$ cat src/rtl/axi_rd_arb_pkg.sv
// Shared widths, field offsets and AR state encoding for the AXI3 read-path arbiter.
package axi_rd_arb_pkg;

    localparam int AR_W       = 54;
    localparam int R_W        = 39;
    localparam int R_LAST_BIT = 0;
    localparam int AR_LEN_LSB = 14;
    localparam int AR_LEN_W   = 4;
    localparam int QOS_W      = 4;

    typedef enum logic {AR_IDLE, AR_ISSUE} ar_state_e;

endpackage

$ cat src/rtl/rr_arbiter.sv
// Round-robin grant among N requesters, searching from ptr+1.
// With AXI_RD_ARB_QOS_EN defined, only the highest-QoS requesters compete.
module rr_arbiter
    import axi_rd_arb_pkg::*;
#(
    parameter int N  = 2,
    parameter int IW = (N > 1) ? $clog2(N) : 1
) (
    input  logic [N-1:0]       req,
`ifdef AXI_RD_ARB_QOS_EN
    input  logic [N*QOS_W-1:0] qos,
`endif
    input  logic [IW-1:0]      ptr,
    output logic               gnt_any,
    output logic [IW-1:0]      gnt_idx
);

    logic [N-1:0]  req_m;
    logic [IW-1:0] cand;

`ifdef AXI_RD_ARB_QOS_EN
    logic [QOS_W-1:0] qmax;

    always_comb begin
        qmax = '0;
        for (int i = 0; i < N; i++)
            if (req[i] && (qos[i*QOS_W +: QOS_W] > qmax))
                qmax = qos[i*QOS_W +: QOS_W];
        req_m = '0;
        for (int i = 0; i < N; i++)
            req_m[i] = req[i] && (qos[i*QOS_W +: QOS_W] == qmax);
    end
`else
    assign req_m = req;
`endif

    always_comb begin
        gnt_any = 1'b0;
        gnt_idx = '0;
        cand    = '0;
        for (int k = 1; k <= N; k++) begin
            cand = IW'((int'(ptr) + k) % N);
            if (!gnt_any && req_m[cand]) begin
                gnt_any = 1'b1;
                gnt_idx = cand;
            end
        end
    end

endmodule

$ cat src/rtl/axi_rd_arbiter.sv
// N-master to 1-slave AXI3 read arbiter; bursts tracked in order by a grant-index FIFO.
// Define AXI_RD_ARB_QOS_EN to add s_arqos and QoS-first arbitration.
module axi_rd_arbiter #(
    parameter int  NUM_MASTERS     = 2,
    parameter int  MAX_OUTSTANDING = 4,
    parameter int  AR_W            = axi_rd_arb_pkg::AR_W,
    parameter int  R_W             = axi_rd_arb_pkg::R_W,
    localparam int CNT_W           = $clog2(MAX_OUTSTANDING + 1)
) (
    input  logic                        aclk,
    input  logic                        aresetn,
    input  logic [NUM_MASTERS*AR_W-1:0] s_ar_pld,
    input  logic [NUM_MASTERS-1:0]      s_arvalid,
    output logic [NUM_MASTERS-1:0]      s_arready,
`ifdef AXI_RD_ARB_QOS_EN
    input  logic [NUM_MASTERS*axi_rd_arb_pkg::QOS_W-1:0] s_arqos,
`endif
    output logic [R_W-1:0]              s_r_pld,
    output logic [NUM_MASTERS-1:0]      s_rvalid,
    input  logic [NUM_MASTERS-1:0]      s_rready,
    output logic [AR_W-1:0]             m_ar_pld,
    output logic                        m_arvalid,
    input  logic                        m_arready,
    input  logic [R_W-1:0]              m_r_pld,
    input  logic                        m_rvalid,
    output logic                        m_rready,
    output logic [CNT_W-1:0]            outstanding,
    output logic                        rd_err
);
    import axi_rd_arb_pkg::*;

    localparam int IW = $clog2(NUM_MASTERS);
    localparam int PW = (MAX_OUTSTANDING > 1) ? $clog2(MAX_OUTSTANDING) : 1;

    ar_state_e     state;
    logic [IW-1:0] rr_ptr;
    logic [IW-1:0] gnt_idx;
    logic          gnt_any;
    logic          grant;
    logic          pop;
    logic          fifo_empty;
    logic [IW-1:0] head;
    logic [IW-1:0] fifo [MAX_OUTSTANDING];
    logic [PW-1:0] wr_ptr;
    logic [PW-1:0] rd_ptr;

    function automatic logic [PW-1:0] ptr_inc(input logic [PW-1:0] p);
        return (p == PW'(MAX_OUTSTANDING - 1)) ? '0 : p + 1'b1;
    endfunction

    rr_arbiter #(.N(NUM_MASTERS), .IW(IW)) u_arb (
        .req     (s_arvalid),
`ifdef AXI_RD_ARB_QOS_EN
        .qos     (s_arqos),
`endif
        .ptr     (rr_ptr),
        .gnt_any (gnt_any),
        .gnt_idx (gnt_idx)
    );

    // Grants only from IDLE, so the issue cycle can never overlap a new capture.
    assign grant = (state == AR_IDLE) && gnt_any && (outstanding < CNT_W'(MAX_OUTSTANDING));

    always_comb begin
        s_arready = '0;
        if (grant) s_arready[gnt_idx] = 1'b1;
    end

    // R path is pure steering from the FIFO head: no added latency.
    assign fifo_empty = (outstanding == '0);
    assign head       = fifo[rd_ptr];
    assign s_r_pld    = m_r_pld;
    assign pop        = m_rvalid && m_rready && m_r_pld[R_LAST_BIT];

    always_comb begin
        s_rvalid = '0;
        m_rready = 1'b0;
        if (!fifo_empty) begin
            s_rvalid[head] = m_rvalid;
            m_rready       = s_rready[head];
        end
    end

    always_ff @(posedge aclk or negedge aresetn) begin
        if (!aresetn) begin
            state       <= AR_IDLE;
            m_arvalid   <= 1'b0;
            m_ar_pld    <= '0;
            rr_ptr      <= IW'(NUM_MASTERS - 1);
            wr_ptr      <= '0;
            rd_ptr      <= '0;
            outstanding <= '0;
            rd_err      <= 1'b0;
            for (int i = 0; i < MAX_OUTSTANDING; i++) fifo[i] <= '0;
        end else begin
            case (state)
                AR_IDLE: begin
                    if (grant) begin
                        m_ar_pld     <= s_ar_pld[gnt_idx*AR_W +: AR_W];
                        m_arvalid    <= 1'b1;
                        fifo[wr_ptr] <= gnt_idx;
                        wr_ptr       <= ptr_inc(wr_ptr);
                        rr_ptr       <= gnt_idx;
                        state        <= AR_ISSUE;
                    end
                end
                AR_ISSUE: begin
                    if (m_arready) begin
                        m_arvalid <= 1'b0;
                        state     <= AR_IDLE;
                    end
                end
                default: state <= AR_IDLE;
            endcase

            if (pop) rd_ptr <= ptr_inc(rd_ptr);

            if (grant && !pop)      outstanding <= outstanding + 1'b1;
            else if (pop && !grant) outstanding <= outstanding - 1'b1;

            if (m_rvalid && fifo_empty) rd_err <= 1'b1;
        end
    end

endmodule

$ cat config.mk
export PLATFORM = sky130hd
export DESIGN_NAME = axi_rd_arbiter
export DESIGN_NICKNAME = d
export VERILOG_FILES = /design/src/rtl/axi_rd_arb_pkg.sv /design/src/rtl/rr_arbiter.sv /design/src/rtl/axi_rd_arbiter.sv
export SDC_FILE = /design/constraint.sdc
export NUM_CORES = 1
export LEC_CHECK = 0
export CAP_MARGIN = 20
export CORE_MARGIN = 2
export CORE_UTILIZATION = 35
export CTS_CLUSTER_DIAMETER = 50
export DETAILED_ROUTE_END_ITERATION = 8
export HOLD_SLACK_MARGIN = 0.02
export PLACE_DENSITY = 0.82
export RECOVER_POWER = 50
export SLEW_MARGIN = 25
export SYNTH_ARGS = -nofsm -noshare
export SYNTH_HDL_FRONTEND = slang
export SYNTH_SLANG_ARGS = --single-unit
$ cat constraint.sdc
create_clock -name aclk -period 3 [get_ports aclk]
set_clock_uncertainty 0.15 [all_clocks]
set_input_delay 0.6 -clock aclk [delete_from_list [all_inputs] [get_ports aclk]]
set_output_delay 0.6 -clock aclk [all_outputs]
set_load 0.005 [all_outputs]
; ---- After elaboration in Yosys (flattened, before gate mapping)
; Cells that the tools add are included.
[classes]
n_eq_ne = 4
reduce_logical = 18
n_mul = 1
muxes = 33
shifts = 1
n_lt_le_gt_ge = 10
addsub = 6
bitwise = 4
[op_table]
columns = cell, n
row1 = variable part select 108 x 8 -> 54 bit, 1
row2 = two-way mux 1 bit, 20
row3 = logical AND 1 bit, 11
row4 = "less-than comparator 1 x 2 -> 1 bit, second input constant", 4
row5 = two-way mux 2 bit, 4
row6 = "greater-or-equal comparator 3 bit, second input constant", 2
row7 = "multiplier 1 x 5 -> 6 bit, second input constant", 1
row8 = two-way mux 3 bit, 2
row9 = NOT 2 -> 3 bit, 2
row10 = "adder 2 x 1 -> 2 bit, second input constant", 2
row11 = bitwise mux 4 bit, 1
row12 = "== test 2 bit, second input constant", 2
row13 = "inequality test 2 bit, second input constant", 2
row14 = one-hot mux 1 bit (2 select lines), 2
row15 = AND reduction 2 bit, 2
row16 = "adder 3 x 1 -> 3 bit, second input constant", 1
row17 = logical NOT 1 bit, 3
row18 = logical NOT 3 bit, 1
row19 = "less-than comparator 3 x 1 -> 1 bit, second input constant", 1
row20 = "less-than comparator 3 bit, second input constant", 1
row21 = "subtractor 3 x 1 -> 3 bit, second input constant", 1
row22 = "adder 1 bit, second input constant", 2
row23 = AND 2 bit, 1
row24 = binary-select mux 1 bit (select 2 bit), 1
row25 = 5 further kinds, 7
[word_totals]
reg_bits = 69
input_bits = 155
elab_cells = 89

; ---- Longest topological paths before layout
; Gate-level depths: netlist of the first run.
[logic_depth]
ltp_word = 13
depth_mapped = 10
depth_no_buf = 10

; ---- Modules after synthesis
; From an unflattened synthesis of the first run, not the netlist that was laid out.
[hier_totals]
hier_cells = 342
area_unflattened_um2 = 3510.9
[by_module_without_submodules]
columns = mod, cells_per_inst, area_each_um2, instances
row1 = axi_rd_arbiter, 340, 3497.1, 1
row2 = rr_arbiter, 2, 13.8, 1

; ---- Worst setup path before layout of the first run
; No wires, ideal clock.
[synth_path]
kind = reg-to-reg
from = register rd_ptr[0]
to = register outstanding[1]
slack_ns = 0.424
setup_ns = 0.125
stages_incl_launch_ff = 9
required_ns = 2.725
n_path_buf = 0
t_arrival_ns = 2.301
cell_sequence = dfrtp_1 > mux4_2 > mux2i_1 > nor3b_2 > inv_1 > ha_1 > inv_1 > fa_1 > mux2_2
[synth_between]
elab_chain_len = 12
[synth_rtl]
columns = item, line
row1 = "start, declared", axi_rd_arbiter.sv:45  ; logic [PW-1:0] rd_ptr;
row2 = "start signal, assigned", axi_rd_arbiter.sv:116  ; if (pop) rd_ptr <= ptr_inc(rd_ptr);
row3 = NOT 2 -> 3 bit (implied by the code) *, axi_rd_arbiter.sv:71  ; assign head = fifo[rd_ptr];
row4 = binary-select mux 1 bit (select 2 bit) *, axi_rd_arbiter.sv:71
row5 = two-way mux 1 bit (implied by the code) * (2 in a row), axi_rd_arbiter.sv:71
row6 = two-way mux 1 bit (implied by the code) * (2 in a row), axi_rd_arbiter.sv:80  ; m_rready = s_rready[head];
row7 = two-way mux 1 bit *, axi_rd_arbiter.sv:78  ; if (!fifo_empty) begin
row8 = logical AND 1 bit * (2 in a row), axi_rd_arbiter.sv:73  ; assign pop = m_rvalid && m_rready && m_r_pld[R_LAST_BIT];
row9 = logical NOT 1 bit, axi_rd_arbiter.sv:118  ; if (grant && !pop) outstanding <= outstanding + 1'b1;
row10 = logical AND 1 bit, axi_rd_arbiter.sv:118
row11 = two-way mux 3 bit / nonzero test 2 bit (equally long branches), --
row12 = "end signal, assigned", axi_rd_arbiter.sv:118
row13 = "end signal, assigned", axi_rd_arbiter.sv:119  ; else if (pop && !grant) outstanding <= outstanding - 1'b1;
row14 = "end, declared", axi_rd_arbiter.sv:27  ; output logic [CNT_W-1:0] outstanding,
; Mark *: on every way between the ends. The rest lies on a longest branch, timed or not. The select of a mux whose other input is x is not followed.
; A chain may end at the register's enable or synchronous reset.

; ---- Worst setup path in the final report of the first run
[layout_path]
from = input port s_arvalid[1]
to = output port s_arready[1]
[layout_between]
elab_chain_len = 11
[layout_rtl]
columns = item, line
row1 = "start, declared", axi_rd_arbiter.sv:13  ; input logic [NUM_MASTERS-1:0] s_arvalid,
row2 = two-way mux 1 bit (implied by the code) (2 in a row), rr_arbiter.sv:43  ; if (!gnt_any && req_m[cand]) begin
row3 = two-way mux 1 bit, rr_arbiter.sv:43
row4 = logical NOT 1 bit, rr_arbiter.sv:43
row5 = logical AND 1 bit, rr_arbiter.sv:43
row6 = two-way mux 1 bit, rr_arbiter.sv:43
row7 = less-than comparator 1 x 2 -> 1 bit (implied by the code) / greater-or-equal comparator 1 bit (equally long branches), axi_rd_arbiter.sv:66  ; if (grant) s_arready[gnt_idx] = 1'b1;
row8 = logical AND 1 bit (implied by the code), axi_rd_arbiter.sv:66
row9 = two-way mux 1 bit (implied by the code), axi_rd_arbiter.sv:66
row10 = demux 1 bit (select 1 bit), axi_rd_arbiter.sv:66
row11 = two-way mux 2 bit *, axi_rd_arbiter.sv:66
row12 = "end, declared", axi_rd_arbiter.sv:14  ; output logic [NUM_MASTERS-1:0] s_arready,
; Marks and branches as above.

==> impl_metrics.yaml, run 1 <==
critical_path:
  timing.rr.end: "outstanding[1]"
  worstPathMaxFanout: 4
  endpoint_kind: "primary output"
  startpoint_type: "input pin"
  required_ps: 2250
  arrival_ps: 2100
  worstRegToRegCells: 8
  rr_startpoint: "rd_ptr[0]"
  r2r_setup_slack_ps: 240
  critical_path_class: "in -> out"
final_layout:
  fillers: 855
  seqCellArea_um2: 1730
  drive_above_1_share_pct: 6.35
  multi_input_area_um2: 1400
  fin_nets: 645
  fin_area_um2: 5370
  fin_cells: 621
  syn2layout_area_growth_pct: 53.0
  antenna_cells: 0
logic_synthesis:
  syn_inst: 342
  yosysWarnings: 0
  syn_nets: 504
  synthArstFlopShare_pct: 100
  ys_ff_latch: 69
  synth_cell_types: 27
  synth.most_common_cell: "dfrtp_1"
  synth_commonest_cells: "dfrtp_1 (68), nand2_1 (62), o21ai_0 (57)"
  synth_area_um2: 3510
  dominantRegCellSynth: "dfrtp_1"
  synth_edf_count: 0
  avgSynthCellArea_um2: 10.3
  yosys.area.top_type: "dfrtp_1"
  seq_area_frac_synth_pct: 49.3
  ys_top_cells_by_area: "dfrtp_1 (49%), mux2i_1 (16%), buf_4 (8.3%)"
  synth_top_area_share_pct: 48.5
drt:
  via_per_inst: 4.61
  drc: 0
  finalWirelength_um: 8880
  vias: 2864
  wl_per_cell_um: 14.3
  drt_iter0_markers: 68
  firstDrtPassIters: 4
  ant_nets: 0
power_and_ir_drop:
  sw_frac_of_total_pct: 32.9
  power_frac_comb_pct: 46.5
  p_sw_mw: 1.48
  power_density_nw_per_um2: 836
  power_mw: 4.49
  p_seq_share_pct: 37.0
  cellLeakagePower_nw: 2.36
  p_int_mw: 3.01
  vdd_drop_max_v: 0.000350
  p_clk_share_pct: 16.5
grt:
  grt.total_usage_pct: 17.0
  grt_pass1_wl_um: 14600
  grt_remaining_overflow: 0
  grt_max_degree: 65
  grt_pass1_vias: 2906
  grt_antenna_before_repair: 0
floorplanning:
  row_count: 36
  die_w_um: 104
  dieArea_um2: 10800
  initial_core_util_pct: 35.9
  coreArea_um2: 9770
  die_h_um: 104
  ios: 258
placed_design:
  dp.cells: 604
  gp_congestion: 0.763
  dpl_cell_area_um2: 5190
  detailed_place_hpwl_um: 7170
  io_buffer_count: 181
clocking:
  cts.root.buffer_cell: "clkbuf_8"
  cts.clk_slew.worst_paths_ps: 70
  htreeDepth: 3
  cts_tree: "done"
  cts.sinks: 69
  numCtsBuffers: 9
  clkLatencyLatePin_ps: 340
  ctsResizeCount: 0
  clockBufferDepth: 2
hold_path:
  min_to: "m_ar_pld[4]"
  worst_hold_path.num_cells: 2
  hold_start: "m_ar_pld[4]"
  min_path_type: "reg -> reg"
timing:
  timing.fmax_mhz: 350
  period_minus_slack_ps: 2850
  hold_viol_final: 0
  fin_tns_setup_ps: 0
  slew_headroom_pct: 4.12
  drv_slew: 0
  tightest_slew_ps: 1440
  rsz0062_at_grt: "false"
  setup_viol: 0
  fin_crit_sh_pct: 95.1
run_status:
  status: "finished clean"
flow_run:
  drv_cap: 0
cells by family after synthesis:
group | after synthesis | synth area share, %
muxes | 63 | 18.6
xor gates and xnor gates | 3 | 0.749
AOI/OAI and AO/OA | 61 | 8.92
DFF | 69 | 49.3
and+or+nand+nor | 74 | 8.42
buffers and inverters | 65 | 11.4
adders and majority gates | 7 | 2.71
stage by stage:
stage	hold slack (ps)	utilization (%)	setup WS, ps
final	323	54.9	146
after floorplan	154	-	424
after CTS	117	55.1	102
after global placement	291	53.1	154
after global routing	353	54.9	42.7
after detailed placement	313	53.1	162
worst max-delay path: stages:
cell and delay [ps]:
clkdlybuf4s50_1 540, a21boi_4 230, and2_1 190, clkdlybuf4s50_1 530
final cells by class:
| class | count | share of cell area [%] |
|---|---|---|
| clock inverters | 4 | 0.886 |
| inverters | 7 | 0.490 |
| clock buffers | 12 | 2.70 |
| repair buffers | 188 | 34.5 |
| multi-input cells | 208 | 26.2 |
| flip-flops and latches | 69 | 32.2 |
| well taps | 133 | 3.10 |
state kept, by name, indices dropped and copies added, names as in the netlist:
| signal | flops |
|---|---|
| fifo | 4 |
| wr_ptr | 2 |
| rd_ptr | 2 |
| outstanding | 3 |
| state | 1 |
| m_ar_pld | 54 |
| m_arvalid | 1 |
| rd_err | 1 |
| rr_ptr | 1 |
repair_timing:
item / CTS / global route
setup buffers: 0 / 1
setup endpoints to repair: 0 / 1
hold buffers: 0 / 0
routing by layer:
metal | global-route usage [%] | share of wire, % | routed length (um) | vias up
li1 | - | - | - | 1391
met1 | 18.5 | 38 | 3410 | 1317
met2 | 29.5 | 51 | 4540 | 139
met3 | 6.14 | 8.9 | 790 | 17
met4 | 8.30 | 1.6 | 139 | 0
met5 | 0 | 0 | 0 | -
cell usage in the layout, fill, tap and decap left out, drive strengths merged, types with 2 or more instances in the layout:
cell type,instances
clkbuf,16
inv,6
mux2,7
buf,4
clkinv,3
ha,6
xor2,2
dfrtp,68
mux2i,55
o21ai,58
dlygate4sd3,9
clkdlybuf4s50,171
a21o,2
nor2,7
nand2,62
power groups by stage:
stage                     Sequential, mW  Clock (mW)  Combinational, mW
after global placement              1.67           0               2.05
after detailed placement            1.69           0               2.14
final                               1.66       0.741               2.09
after CTS                           1.68       0.776               2.15
after floorplan                     1.68           0              0.912
after global routing                1.72       0.812               2.32
worst max path at each step:
stage,start,end,slack [ps]
2_1_floorplan,rd_ptr[0],outstanding[1],420
3_3_place_gp,s_arvalid[1],s_arready[1],150
3_5_place_dp,s_arvalid[1],s_arready[1],160
4_1_cts,rd_ptr[0],m_rready,100
5_1_grt,aresetn,m_ar_pld[48],40
6_report,s_arvalid[1],s_arready[1],150
Power figures use the tool's default switching activity.
==> run 2: changes to the inputs <==
--- a/config.mk
+++ b/config.mk
@@ -9,6 +9,7 @@
 export CORE_MARGIN = 2
 export CORE_UTILIZATION = 35
 export CTS_CLUSTER_DIAMETER = 50
+export CTS_CLUSTER_SIZE = 28
 export DETAILED_ROUTE_END_ITERATION = 8
 export HOLD_SLACK_MARGIN = 0.02
 export PLACE_DENSITY = 0.82
==> results of run 2 <==
The final DEF is identical to that of run 1; final timing and power are the same.
